===== config.mk =====
export PLATFORM = sky130hd
export DESIGN_NAME = bit_packer
export DESIGN_NICKNAME = d
export VERILOG_FILES = /design/src/rtl/bit_packer.sv
export SDC_FILE = /design/constraint.sdc
export NUM_CORES = 1
export LEC_CHECK = 0
export ABC_AREA = 0
export ABC_CLOCK_PERIOD_IN_PS = 2700
export BUFFER_PORTS_ARGS = -buffer_cell sky130_fd_sc_hd__buf_2
export CAP_MARGIN = 40
export CELL_PAD_IN_SITES_DETAIL_PLACEMENT = 1
export CELL_PAD_IN_SITES_GLOBAL_PLACEMENT = 1
export CORE_ASPECT_RATIO = 0.7
export CORE_MARGIN = 8
export CORE_UTILIZATION = 40
export DETAILED_ROUTE_END_ITERATION = 16
export PLACE_DENSITY_LB_ADDON = 0.1
export SLEW_MARGIN = 25
export SYNTH_ARGS = -nofsm -noshare
export SYNTH_HDL_FRONTEND = slang
export SYNTH_SLANG_ARGS = --single-unit

===== constraint.sdc =====
create_clock -name clk -period 2.7 [get_ports clk]
set_input_delay 0.135 -clock clk [delete_from_list [all_inputs] [get_ports clk]]
set_output_delay 0.135 -clock clk [all_outputs]
set_load 0.05 [all_outputs]

===== src/rtl/bit_packer.sv =====
// bit_packer: serial bit stream to WIDTH-bit word packer; BIT_PACKER_MSB_FIRST_EN selects MSB-first packing
module bit_packer #(
    parameter int WIDTH = 8
) (
    input  logic                       clk,
    input  logic                       rst,
    input  logic                       bit_in,
    input  logic                       bit_valid,
    output logic                       bit_ready,
    input  logic                       flush,
    output logic [WIDTH-1:0]           word_out,
    output logic [$clog2(WIDTH+1)-1:0] word_bits,
    output logic                       word_valid,
    input  logic                       word_ready
);
    localparam int CW = $clog2(WIDTH+1);

    typedef enum logic {FILL, HOLD} state_t;

    state_t           state, state_nxt;
    logic [WIDTH-1:0] buffer, buffer_nxt, word_out_nxt, onehot, fill_buf;
    logic [CW-1:0]    count, count_nxt, word_bits_nxt, fill_cnt;
    logic             word_valid_nxt, bit_ready_nxt, accept, done;

`ifdef BIT_PACKER_MSB_FIRST_EN
    assign onehot = {1'b1, {(WIDTH-1){1'b0}}} >> count;
`else
    assign onehot = {{(WIDTH-1){1'b0}}, 1'b1} << count;
`endif

    assign accept   = bit_valid && bit_ready;
    assign fill_buf = buffer | ((accept && bit_in) ? onehot : '0);
    assign fill_cnt = count + CW'(accept);
    assign done     = (state == FILL) && ((accept && fill_cnt == CW'(WIDTH)) || (flush && fill_cnt != '0));

    // next state: collect bits in FILL, present the word in HOLD until the consumer takes it
    always_comb begin
        state_nxt      = state;
        buffer_nxt     = buffer;
        count_nxt      = count;
        word_out_nxt   = word_out;
        word_bits_nxt  = word_bits;
        word_valid_nxt = word_valid;
        bit_ready_nxt  = bit_ready;
        if (state == FILL) begin
            buffer_nxt     = fill_buf;
            count_nxt      = fill_cnt;
            state_nxt      = done ? HOLD : FILL;
            word_out_nxt   = done ? fill_buf : word_out;
            word_bits_nxt  = done ? fill_cnt : word_bits;
            word_valid_nxt = done;
            bit_ready_nxt  = !done;
        end else if (word_ready) begin
            state_nxt      = FILL;
            buffer_nxt     = '0;
            count_nxt      = '0;
            word_out_nxt   = '0;
            word_bits_nxt  = '0;
            word_valid_nxt = 1'b0;
            bit_ready_nxt  = 1'b1;
        end
    end

    // state and output registers with asynchronous clear
    always_ff @(posedge clk or posedge rst) begin
        if (rst) begin
            state      <= FILL;
            buffer     <= '0;
            count      <= '0;
            word_out   <= '0;
            word_bits  <= '0;
            word_valid <= 1'b0;
            bit_ready  <= 1'b0;
        end else begin
            state      <= state_nxt;
            buffer     <= buffer_nxt;
            count      <= count_nxt;
            word_out   <= word_out_nxt;
            word_bits  <= word_bits_nxt;
            word_valid <= word_valid_nxt;
            bit_ready  <= bit_ready_nxt;
        end
    end
endmodule

---- Word-level counts from Yosys, hierarchy flattened ----
Index checks and enable logic that the tools add are counted.
storage, ports and cells
  output and inout port bits .............. 14
  bits in read-only memories .............. 0
  memories ................................ 0
  word-level logic and storage cells ...... 39
  memory bits (writable) .................. 0
  flip-flop bits (word level) ............. 27
  latch bits .............................. 0
operators by class
  shift operators ......................... 1
  div/mod/pow operators ................... 0
  $lt $le $gt $ge ......................... 0
  add/subtract/negate cells ............... 1
  equal/unequal tests ..................... 2
  multiplexer cells ....................... 16
  reductions and logical operators ........ 10
  bitwise gates (word level) .............. 2
  $mul .................................... 0
operators by type and width
  cell                                                               number
  8-bit 2-to-1 mux                                                   5
  4-bit 2-to-1 mux                                                   4
  8-bit bitwise OR                                                   1
  1-bit by 4-bit << shifter with 8-bit output, first input constant  1
  1-bit 2-to-1 mux                                                   7
  1-bit logical AND                                                  5
  4-bit by 1-bit adder with 4-bit output                             1
  4-bit == test, second input constant                               1
  4-bit nonzero test                                                 1
  2-bit != test, second input constant                               1
  2-bit AND reduction                                                1
  2-bit nonzero test                                                 1
  1-bit logical NOT                                                  1
  1-bit logical OR                                                   1
  1-bit inverter                                                     1

---- Depth between registers and ports, before layout ----
  depth after elaboration ................. 8
  gate-level depth with buffers ........... 8
  gate-level depth less buffers ........... 7

---- Worst setup path after synthesis ----
No wires, ideal clock.
  path type ............................... reg-to-reg
  start ................................... register bit_ready
  end ..................................... register word_out[6]
  setup time .............................. 0.079 ns
  data arrival time ....................... 2.418 ns
  required time ........................... 2.621 ns
  slack ................................... 0.203 ns
  cell stages (with the launch flop) ...... 9
  buffers on the path ..................... 1
  cells stage by stage .................... dfrtp_1 and2_1 ha_1 ha_1 nor2_1 a31oi_4 a211oi_2 buf_6 mux2i_1
between the ends
  cells in the longest elaborated chain, start to end .. 8
  elaborated cells between the ends (all ways) .. 15
RTL lines
  what                                                 line  RTL
  from (decl)                                          9     output logic bit_ready,
  from (signal assigned)                               81    bit_ready <= bit_ready_nxt;
  1-bit logical AND *                                  31    assign accept = bit_valid && bit_ready;
  4-bit by 1-bit adder with 4-bit output               33    assign fill_cnt = count + CW'(accept);
  4-bit == test or 4-bit nonzero test (tied branches)  34    assign done = (state == FILL) && ((accept && fill_cnt == CW'(WIDTH)) || (flush && fill_cnt != '0));
  1-bit logical AND                                    34
  1-bit logical OR                                     34
  1-bit logical AND                                    34
  2-bit nonzero test (no source line)                  --
  2-bit AND reduction (no source line)                 --
  to (signal assigned)                                 78    word_out <= word_out_nxt;
  to (decl)                                            11    output logic [WIDTH-1:0] word_out,
Every way passes the cells marked *; elsewhere a longest branch is shown, timed or not. The select of a mux whose other input is x is not followed.
A chain may end at the register's enable or synchronous reset.

---- Final worst setup path ----
Ends and elaborated chain as after synthesis.

==> reports/metrics.yaml <==
ctsHtreeMaxLevel: 1
drive_gt1_frac: 0.197
routedWlPerCell_um: 16.7
synthCells: 133
vias: 1011
peakVddDrop_v: 0.000553
arrival_ns: 2.64
drtIter0Drc: 38
crit_fanout: 11
routed_wl_um: 3180
portBuffers: 19
num_antenna_cells: 0
cts_buffers: 3
start_util: 0.420
cp_data_required_time_ns: 2.90
fin_skew_ns: 0.00326
grt_pass1_wl_um: 5460
synth.distinct_cells: 34
cp_common_cell: "ha_1"
cts_sinks: 27
finalNonFillerCells: 190
grt_max_degree: 28
drt_first_pass_iters: 4
syn-num-nets: 141
min_period_ns: 2.45
fin_crit_sh: 0.907
ys_seq_area_frac: 0.511
grtUsageTotal: 0.124
insertion_delay_ns: 0.27
grt_overflow: 0
ios: 20
core_um2: 3150
root_buffer: "clkbuf_8"
synth_area_leaders: "dfrtp_1 51%, a21oi_1 7.2%, mux2i_1 5.3%"
place.gp.congestion: 0.784
dp.cells: 185
netlist_area_um2: 1320
synth_top_area_share: 0.511
crit_chain: "and2_1, ha_1, ha_1, nor2_1, a31oi_4, a211oi_2, buf_4, mux2i_1"
setup_viol: 0
tns_ns: 0
yosysWarnings: 0
antenna_found_initial: 0
synthArstFlopShare: 1.00
fmax_mhz: 408
yosys.area.top_type: "dfrtp_1"
p_leak_nw: 0.700
die_w_um: 84.7
hp-class: "in2reg"
synth_top_flop_cell: "dfrtp_1"
slew_violations: 0
worstMarginPinSlew_ns: 0.626
viasPerCell: 5.32
drc_errors: 0
final_common_cell: "dfrtp_1"
hold_viol: 0
reg2reg_depth: 8
cts_setup_buffers: 0
p_per_area_nw_per_um2: 1060
run_status: "finished, final reports clean"
area_delta_synth_final_pct: 13.4
start_kind: "flop"
cap_violations: 0
relSlewSlack: 0.583
crit_slowest_cell: "dfrtp_1"
grt_pass1_vias: 1066
die_area_um2: 5430
critPathKind: "reg2reg"
cts_tree: "built"
synth_edf_count: 0
rsz0062_at_grt: "false"
avgSynthCellArea_um2: 9.93
hpwl_um: 2300
num_rows: 17
clockBufferDepth: 2
ys_ff_latch: 27
final_nets: 161
slowest_delay_ns: 0.41
mostFrequentLayoutCells: "27 x dfrtp_1, 19 x a21oi_1, 19 x buf_2"
die_h_um: 64.1
worstHoldPathCells: 2
crit_path_end_kind: "flop"
path_clk_slew_ns: 0.09
ant_nets: 0
## cells by family (layout without fill, tap and decap cells)
kind of cell             Yosys count  in the layout  share of synthesized area
multiplexers                       7              7                     0.0530
XOR/XNOR                           2              2                     0.0133
adder cells (fa/ha/maj)            2              2                     0.0189
AO/OA/AOI/OAI                     37             37                      0.188
flip-flops                        27             27                      0.511
buffers and inverters             12             31                     0.0417
AND/OR/NAND/NOR                   46             46                      0.173
## metal layers
layer | track usage | part of all wire
met1 | 0.172 | 0.54
met2 | 0.181 | 0.40
met3 | 0.0459 | 0.051
met4 | 0.0199 | 0.0031
met5 | 0 | 0
## registers in the layout, indices dropped and copies added (netlist names)
| signal | cells |
|---|---|
| state | 1 |
| buffer | 8 |
| word_bits | 4 |
| bit_ready | 1 |
| count | 4 |
| word_valid | 1 |
| word_out | 8 |
## power by group
| group | leakage [nW] | switching (W) | total, W | internal [W] |
|---|---|---|---|---|
| Combinational | 0.313 | 0.000504 | 0.000739 | 0.000235 |
| Sequential | 0.364 | 0.000119 | 0.000620 | 0.000501 |
| Clock | 0.0228 | 0.000122 | 0.000227 | 0.000106 |
| Total | 0.700 | 0.000746 | 0.00159 | 0.000841 |
## critical path: cells and delay by family, from the launching register on
| family | cells | cell delay [ns] |
|---|---|---|
| adders and majority gates | 2 | 0.56 |
| DFF | 1 | 0.41 |
| and+or+nand+nor | 2 | 0.56 |
| AOI/OAI and AO/OA | 2 | 0.37 |
| buffers and inverters | 1 | 0.25 |
| muxes | 1 | 0.21 |
## path summary, 6_finish.rpt
kind | start | to | slack (ns)
max | bit_ready | word_out[6] | 0.25
min | word_ready | count[3] | 0.22
max reg2reg | bit_ready | word_out[6] | 0.25
min reg2reg | word_valid | word_valid | 0.50
max in group asynchronous | rst | count[0] | 1.85
min in group asynchronous | rst | buffer[5] | 0.47
## through the flow
step | hold slack, ns | area (um^2) | total power, W | setup slack [ns] | utilization
2_1_floorplan | 0.188 | 1320 | 0.00119 | 0.203 | -
3_3_place_gp | 0.440 | 1440 | 0.00134 | 0.381 | 0.458
3_5_place_dp | 0.234 | 1440 | 0.00137 | 0.261 | 0.458
4_1_cts | 0.215 | 1500 | 0.00160 | 0.251 | 0.476
5_1_grt | 0.219 | 1500 | 0.00169 | 0.105 | 0.476
6_report | 0.222 | 1500 | 0.00159 | 0.252 | 0.476
## synthesized netlist by cell type (3+ instances only)
master / n
dfrtp_1: 27
clkbuf_1: 4
nor2b_1: 4
inv_1: 5
nand2b_1: 10
o22ai_1: 3
mux2i_1: 7
nor2_1: 7
nand2_1: 18
a21oi_1: 19
o21ai_0: 3
## cell type report
type	count	area (um^2)
fill	379	1650
sequential	27	676
multi-input combinational	94	591
timing repair buffer	22	120
tap	38	47.5
inverter	5	18.8
clock buffer	4	45.0
## repair_timing
item                                    4_1_cts  5_1_grt
endpoints found under the hold margin        27        0
resized for setup                             0        0
hold buffers                                  1        0
endpoints found under the setup margin        0        0
(Power assumes the default switching activity.)
